File: src/rtl/ps2_key_tracker_if.sv
// Byte-stream input and per-key status bundle between a PS/2 receiver and the key tracker.
interface ps2_key_tracker_if #(
   parameter int unsigned NUM_KEYS = 5
) ();
   logic                rx_done_tick;
   logic [7:0]          rx_dout;
   logic                clear_all;
   logic [NUM_KEYS-1:0] key_held;
   logic [NUM_KEYS-1:0] key_press;
   logic [NUM_KEYS-1:0] key_rel;
   logic                any_held;
   logic                err_tick;

   modport master (
      output rx_done_tick, rx_dout, clear_all,
      input  key_held, key_press, key_rel, any_held, err_tick
   );

   modport slave (
      input  rx_done_tick, rx_dout, clear_all,
      output key_held, key_press, key_rel, any_held, err_tick
   );
endinterface

File: src/rtl/ps2_key_tracker.sv
// Decodes PS/2 set-2 make/break sequences (with E0 extension) into held/press/release
// state for a configurable set of keys, with a prefix-state idle timeout.
module ps2_key_tracker #(
   parameter int unsigned                NUM_KEYS       = 5,
   parameter logic [NUM_KEYS*8-1:0]      KEY_CODES      = {8'h5A, 8'h2B, 8'h23, 8'h1B, 8'h1C},
   parameter logic [NUM_KEYS-1:0]        KEY_EXT        = '0,
   parameter int unsigned                TIMEOUT_CYCLES = 2000000
) (
   input  logic               clk,
   input  logic               reset,
   ps2_key_tracker_if.slave   bus
);
   localparam int unsigned CW = (TIMEOUT_CYCLES > 0) ? $clog2(TIMEOUT_CYCLES + 1) : 1;
   localparam logic [CW-1:0] TO_MAX = CW'(TIMEOUT_CYCLES);

   typedef enum logic [1:0] {IDLE, EXT, BRK, EXT_BRK} state_t;

   state_t              state, state_nxt;
   logic [CW-1:0]       cnt, cnt_nxt;
   logic                do_make, do_break, ext, err_nxt, ignored;
   logic [NUM_KEYS-1:0] match, set_vec, clr_vec;
   logic [NUM_KEYS-1:0] held, press, rel;
   logic                any, err;

   // Host/ack bytes that never belong to a key sequence
   always_comb begin
      ignored = 1'b0;
      case (bus.rx_dout)
         8'h00, 8'hAA, 8'hEE, 8'hFA, 8'hFC, 8'hFE, 8'hFF: ignored = 1'b1;
         default: ignored = 1'b0;
      endcase
   end

   always_comb begin
      state_nxt = state;
      cnt_nxt   = cnt;
      do_make   = 1'b0;
      do_break  = 1'b0;
      ext       = 1'b0;
      err_nxt   = 1'b0;
      if (bus.clear_all) begin
         state_nxt = IDLE;
         cnt_nxt   = '0;
      end else if (bus.rx_done_tick) begin
         cnt_nxt = '0;
         if (ignored) begin
            state_nxt = IDLE;
         end else begin
            case (state)
               IDLE: begin
                  if (bus.rx_dout == 8'hE0)      state_nxt = EXT;
                  else if (bus.rx_dout == 8'hF0) state_nxt = BRK;
                  else                           do_make   = 1'b1;
               end
               EXT: begin
                  if (bus.rx_dout == 8'hF0)      state_nxt = EXT_BRK;
                  else if (bus.rx_dout == 8'hE0) state_nxt = EXT;
                  else begin
                     do_make   = 1'b1;
                     ext       = 1'b1;
                     state_nxt = IDLE;
                  end
               end
               default: begin
                  // A prefix inside a break sequence is malformed; restart decoding from it
                  if (bus.rx_dout == 8'hE0) begin
                     err_nxt   = 1'b1;
                     state_nxt = EXT;
                  end else if (bus.rx_dout == 8'hF0) begin
                     err_nxt   = 1'b1;
                     state_nxt = BRK;
                  end else begin
                     do_break  = 1'b1;
                     ext       = (state == EXT_BRK);
                     state_nxt = IDLE;
                  end
               end
            endcase
         end
      end else if (state != IDLE) begin
         if (cnt >= TO_MAX) begin
            state_nxt = IDLE;
            cnt_nxt   = '0;
            err_nxt   = 1'b1;
         end else begin
            cnt_nxt = cnt + CW'(1);
         end
      end else begin
         cnt_nxt = '0;
      end
   end

   always_comb begin
      for (int i = 0; i < NUM_KEYS; i++) begin
         match[i] = (KEY_CODES[8*i +: 8] == bus.rx_dout) && (KEY_EXT[i] == ext);
      end
      set_vec = do_make  ? (match & ~held) : '0;
      clr_vec = do_break ? (match &  held) : '0;
   end

   always_ff @(posedge clk) begin
      if (reset) begin
         state <= IDLE;
         cnt   <= '0;
      end else begin
         state <= state_nxt;
         cnt   <= cnt_nxt;
      end
   end

   // Key status; any_held trails key_held by one cycle
   always_ff @(posedge clk) begin
      if (reset) begin
         held  <= '0;
         press <= '0;
         rel   <= '0;
         any   <= 1'b0;
         err   <= 1'b0;
      end else begin
         any <= |held;
         err <= err_nxt;
         if (bus.clear_all) begin
            held  <= '0;
            press <= '0;
            rel   <= '0;
         end else begin
            held  <= (held | set_vec) & ~clr_vec;
            press <= set_vec;
            rel   <= clr_vec;
         end
      end
   end

   assign bus.key_held  = held;
   assign bus.key_press = press;
   assign bus.key_rel   = rel;
   assign bus.any_held  = any;
   assign bus.err_tick  = err;
endmodule

File: src/flat_wrapper.sv
// flat-port wrapper written by rule: the top's interface ports become plain ports
module ps2_key_tracker_flat 
#(
   parameter int unsigned                NUM_KEYS       = 5,
   parameter logic [NUM_KEYS*8-1:0]      KEY_CODES      = {8'h5A, 8'h2B, 8'h23, 8'h1B, 8'h1C},
   parameter logic [NUM_KEYS-1:0]        KEY_EXT        = '0,
   parameter int unsigned                TIMEOUT_CYCLES = 2000000
)
  (clk, reset, bus_rx_done_tick, bus_rx_dout, bus_clear_all, bus_key_held, bus_key_press, bus_key_rel, bus_any_held, bus_err_tick);
  ps2_key_tracker_if #(.NUM_KEYS(NUM_KEYS)) bus_i ();
  input  logic clk;
  input  logic reset;
  input wire logic [$bits(bus_i.rx_done_tick)-1:0] bus_rx_done_tick;
  input wire logic [$bits(bus_i.rx_dout)-1:0] bus_rx_dout;
  input wire logic [$bits(bus_i.clear_all)-1:0] bus_clear_all;
  output wire logic [$bits(bus_i.key_held)-1:0] bus_key_held;
  output wire logic [$bits(bus_i.key_press)-1:0] bus_key_press;
  output wire logic [$bits(bus_i.key_rel)-1:0] bus_key_rel;
  output wire logic [$bits(bus_i.any_held)-1:0] bus_any_held;
  output wire logic [$bits(bus_i.err_tick)-1:0] bus_err_tick;
  assign bus_i.rx_done_tick = bus_rx_done_tick;
  assign bus_i.rx_dout = bus_rx_dout;
  assign bus_i.clear_all = bus_clear_all;
  assign bus_key_held = bus_i.key_held;
  assign bus_key_press = bus_i.key_press;
  assign bus_key_rel = bus_i.key_rel;
  assign bus_any_held = bus_i.any_held;
  assign bus_err_tick = bus_i.err_tick;
  ps2_key_tracker #(.NUM_KEYS(NUM_KEYS), .KEY_CODES(KEY_CODES), .KEY_EXT(KEY_EXT), .TIMEOUT_CYCLES(TIMEOUT_CYCLES)) u_core (.clk(clk), .reset(reset), .bus(bus_i));
endmodule
File: config.mk
export PLATFORM = sky130hd
export DESIGN_NAME = ps2_key_tracker_flat
export DESIGN_NICKNAME = d
export VERILOG_FILES = /design/src/rtl/ps2_key_tracker_if.sv /design/src/rtl/ps2_key_tracker.sv /design/src/flat_wrapper.sv
export SDC_FILE = /design/constraint.sdc
export NUM_CORES = 1
export LEC_CHECK = 0
export BUFFER_PORTS_ARGS = -buffer_cell sky130_fd_sc_hd__buf_4
export CORE_MARGIN = 2
export CORE_UTILIZATION = 55
export DETAILED_ROUTE_END_ITERATION = 6
export MAX_ROUTING_LAYER = met4
export PLACE_DENSITY = 0.83
export SLEW_MARGIN = 20
export SYNTH_ARGS = -nofsm -noshare
export SYNTH_HDL_FRONTEND = slang
export SYNTH_SLANG_ARGS = --single-unit
File: constraint.sdc
create_clock -name clk -period 2.5 [get_ports clk]
set_input_delay 0.375 -clock clk [delete_from_list [all_inputs] [get_ports clk]]
set_output_delay 0.375 -clock clk [all_outputs]
set_load 0.01 [all_outputs]
== After elaboration in Yosys (flattened, before gate mapping) ==
Index checks and enable logic that the tools add are counted.

* Logic and storage cells: 88
* Latch bits: 0
* Output and inout port bits: 17
* Memories kept: 0
* Memory bits (writable): 0
* Register bits: 40
* Bits in read-only memories: 0
* Input bits: 12

* Shifts and indexed selects: 0
* Bitwise operators: 8
* Equal/unequal tests: 16
* Divide/modulo/power cells: 0
* Mux-type cells: 39
* $mul: 0
* Reduce and logical (&&, ||, !) cells: 16
* $lt $le $gt $ge: 1
* Add/sub/neg operators: 1

{| class="wikitable"
|+ Operator list
! kind !! number
|-
| 8-bit == test, second input constant || 8
|-
| 1-bit two-way mux || 25
|-
| 21-bit by 1-bit adder with 21-bit output, second input constant || 1
|-
| 21-bit greater-or-equal comparator, second input constant || 1
|-
| 2-bit two-way mux || 9
|-
| 5-bit by 8-bit == test with 1-bit output, first input constant || 2
|-
| 6-bit by 8-bit == test with 1-bit output, first input constant || 2
|-
| 5-bit bitwise AND || 3
|-
| 5-bit two-way mux || 2
|-
| 5-bit NOT || 2
|-
| 5-bit OR reduction || 2
|-
| 7-bit by 8-bit == test with 1-bit output, first input constant || 1
|-
| 8-bit zero test || 1
|-
| 7-bit OR reduction || 1
|-
| 2-bit nonzero test || 3
|-
| 1-bit logical AND || 5
|-
| 5-bit by 2-bit != test with 1-bit output, second input constant || 1
|-
| 5-bit OR || 1
|-
| 1-bit case mux with 2 select lines || 2
|-
| 2-bit case mux with 2 select lines || 1
|-
| 2-bit OR reduction || 2
|-
| 3-bit AND reduction || 1
|-
| 2-bit by 1-bit == test with 1-bit output, second input constant || 1
|-
| 2-bit == test, second input constant || 1
|-
| 2 further kinds || 3
|}

== Longest topological paths before layout ==
* Word-level depth: 13
* Depth in mapped cells: 6
* Gate-level depth less buffers: 5

== Least setup slack after synthesis ==
OpenSTA, ideal clock, no wires.

* Kind: register -> register
* From: register u_core.cnt[0]
* To: register u_core.cnt[16]
* Setup time: 0.072 ns
* Period minus slack after synthesis: 1.804 ns
* Path buffers: 0
* Cell stages (with the launch flop): 6
* Setup slack: 0.696 ns
* Required time: 2.428 ns
* Arrival: 1.732 ns
* Cell sequence: dfxtp_1 -> ha_1 -> nand2_1 -> or3_1 -> or4_1 -> a21oi_1

* Cells in the longest elaborated chain, start to end: 2
* Elaborated cells between the ends (all ways): 3
* Those cells by class: 1 x add/sub; 1 x order compare; 1 x reduce/logical

{| class="wikitable"
|+ Ends and longest elaborated chain
! item !! RTL line !! RTL
|-
| start: declaration || ps2_key_tracker.sv:19 || <nowiki>logic [CW-1:0] cnt, cnt_nxt;</nowiki>
|-
| start signal: assignment || ps2_key_tracker.sv:107 || <nowiki>cnt <= cnt_nxt;</nowiki>
|-
| 21-bit greater-or-equal comparator || ps2_key_tracker.sv:81 || <nowiki>if (cnt >= TO_MAX) begin</nowiki>
|-
| 5-bit OR reduction (no line) || n/a ||
|}

Parallel ways exist; a longest one is shown, timed or not.
A chain may end at the register's enable or synchronous reset.

== Worst setup path in the final report ==
Ends and elaborated chain as after synthesis.

==> impl_metrics.json <==
{
  "hold_path.startpoint": "reset",
  "max_slew.worst_pin.slew_ns": 0.627,
  "crit_type": "reg2reg",
  "timing.fmax_mhz": 499,
  "cp-end-kind": "flip-flop",
  "ys_ff_latch": 40,
  "start_util_pct": 56.8,
  "drv_slew": 0,
  "syn_area_per_cell_um2": 8.74,
  "wl_per_cell_um": 14.1,
  "insertion_delay_ns": 0.36,
  "clockBufferDepth": 2,
  "clk_pin_slew_worst_paths_ns": 0.13,
  "seq_area_um2": 801,
  "ctsHoldBuffers": 0,
  "via_per_inst": 5.75,
  "total_power_mw": 1.12,
  "cts-root-buf": "clkbuf_4",
  "grt_pass1_vias": 1428,
  "cts_sinks": 40,
  "synth_area_um2": 1880,
  "core_um2": 3310,
  "startpoint_type": "flip-flop",
  "syn_nets": 229,
  "synth_area_leaders": "dfxtp_1 43%, nor2_1 4.8%, xnor2_1 4.7%",
  "placed_cell_area_um2": 2130,
  "multi_input_area_um2": 1010,
  "reg2reg_from": "u_core.cnt[0]",
  "diodes": 0,
  "period_needed_ns": 2.00,
  "drc_errors": 0,
  "path_cells": "ha_1 -> nand2_1 -> or3_1 -> or4_1 -> a21oi_1",
  "max_stage_delay_ns": 0.52,
  "hold_violations": 0,
  "drt_first_pass_iters": 4,
  "antenna_left": 0,
  "outcome": "complete, no violations",
  "yosysTopAreaCell": "dfxtp_1",
  "worstSetupStartpoint": "u_core.cnt[0]",
  "crit_fanout": 6,
  "fp-row-count": 21,
  "fin_util_pct": 66.8,
  "slew_headroom_pct": 58.1,
  "drive_gt1_share_pct": 16.6,
  "grt.overflow.total": 0,
  "die_y_um": 62.5,
  "syn_inst": 215,
  "slowest_stage": "or4_1",
  "post-route-period-util_pct": 80.1,
  "setup_viol": 0,
  "antenna_found_initial": 0,
  "p_leak_nw": 0.769,
  "min_path_type": "in2reg",
  "die_area_um2": 3900,
  "cpLargestDelayFamily": "simple AND/OR/NAND/NOR gates",
  "grt_pass1_wl_mm": 6.93,
  "drt_wl_total_mm": 4.14,
  "powerDensity_nw_per_um2": 507,
  "design_area_um2": 2210,
  "grt_start_max_net_pins": 20,
  "ios": 29,
  "netlist.area_leader.share_pct": 42.6,
  "critical_path_required_ns": 2.78,
  "seq_area_frac_synth_pct": 42.6,
  "grtUsageTotal_pct": 23.4,
  "arrival_ns": 2.29,
  "finalSetupTns_ns": 0,
  "yosysUniqueCellTypes": 41,
  "clock_skew_ns": 0.0134,
  "ctsResizeCount": 0,
  "cts_buffers": 5,
  "rsz0062_at_grt": "false",
  "irDropWorstVdd_mv": 0.284,
  "syn2layout_area_growth_pct": 17.6,
  "max_cap_violations": 0,
  "dieWidth_um": 62.5,
  "dp_hpwl_mm": 3.04,
  "nFillCells": 296,
  "cts_tree": "done",
  "htree_num_levels": 2,
  "place_congestion": 0.903,
  "critPathBufInv": 0,
  "vias": 1686,
  "port_buffers": 28,
  "fin_nets": 260,
  "drt_iter0_markers": 143,
  "yosysWarnings": 0,
  "postCtsSetupRepairBufs": 0
}
sequential cells by signal, indices dropped and copies added, names as in the netlist:
name / flops
u_core.cnt: 21
u_core.bus.key_held: 5
u_core.bus.key_press: 5
u_core.bus.key_rel: 5
u_core.state: 2
u_core.bus.any_held: 1
u_core.bus.err_tick: 1
report_power, final:
| group | switching (mW) | leakage [nW] | total [mW] | internal, mW |
|---|---|---|---|---|
| Clock | 0.221 | 0.0412 | 0.429 | 0.208 |
| Combinational | 0.0324 | 0.406 | 0.0555 | 0.0231 |
| Sequential | 0.0000994 | 0.322 | 0.637 | 0.637 |
| Total | 0.253 | 0.769 | 1.12 | 0.869 |
kinds of logic after synthesis:
group,count (synthesis),share of synthesized area [%]
mux,2,1.07
xor+xnor,13,6.06
flops,40,42.6
compound gates,29,10.5
simple gates,111,34.5
buf+inv,17,3.46
fa+ha+maj,3,1.86
cells in the mapped netlist, drive strengths merged:
cell	instances
o31ai	4
inv	13
buf	1
and4	7
nor3	11
nor4bb	1
a2111oi	2
nand2b	3
o21ai	6
or2	1
or3	5
a31oi	1
ha	2
nor2b	5
nor4	7
or4	6
nand3	11
xnor2	10
and3	4
and4bb	1
mux2i	2
a311oi	2
o211a	2
xor2	3
nand2	12
maj3	1
nand4b	1
and4b	2
nand4	4
or3b	1
a21oi	10
nor2	24
nand3b	2
nor3b	3
a211o	1
clkbuf	3
dfxtp	40
a311o	1
stage by stage:
step	cells	hold slack, ns	worst slack [ns]
after floorplan	215	0.422	0.696
after global placement	285	0.433	0.558
after detailed placement	285	0.464	0.511
after CTS	293	0.154	0.503
after global routing	293	0.142	0.362
final	293	0.160	0.497
cell type report:
cell class,count,share of cell area [%]
Sequential cell,40,36.2
Multi-Input combinational cell,158,45.8
Tap cell,46,2.60
Timing Repair Buffer,28,9.51
Clock buffer,5,1.70
Clock inverter,3,1.92
Inverter,13,2.21
cell usage in the layout, fill, tap and decap left out, types with 2 or more instances in the layout:
master,instances
a311oi_1,2
o31ai_1,4
a21oi_1,10
o21ai_0,6
o211a_1,2
inv_1,13
nand3_1,10
dfxtp_1,40
mux2i_1,2
nor2_1,24
nor4_1,7
and3_1,4
nor3_1,10
nand3b_1,2
nand2b_1,3
clkbuf_4,5
or3_1,5
ha_1,2
nor2b_1,5
nor3b_1,3
nand4_1,4
or4_1,6
xor2_1,3
and4_1,7
buf_4,28
nand2_1,12
and4b_1,2
xnor2_1,10
per-layer routing:
metal | global-route usage, % | vias up | share of wire, %
met5 | - | - | 0
met1 | 32.5 | 768 | 49
met2 | 32.7 | 64 | 43
met4 | 8.89 | 0 | 1.6
li1 | - | 847 | -
met3 | 6.31 | 7 | 7.0
final timing paths:
kind,endpoint,slack [ns],cells after the start
max,u_core.cnt[16],0.50,5
min reg2reg,u_core.cnt[20],0.48,2
min,u_core.bus.any_held,0.16,2
max reg2reg,u_core.cnt[16],0.50,5
Note: power is estimated with default switching activity, not from simulation.
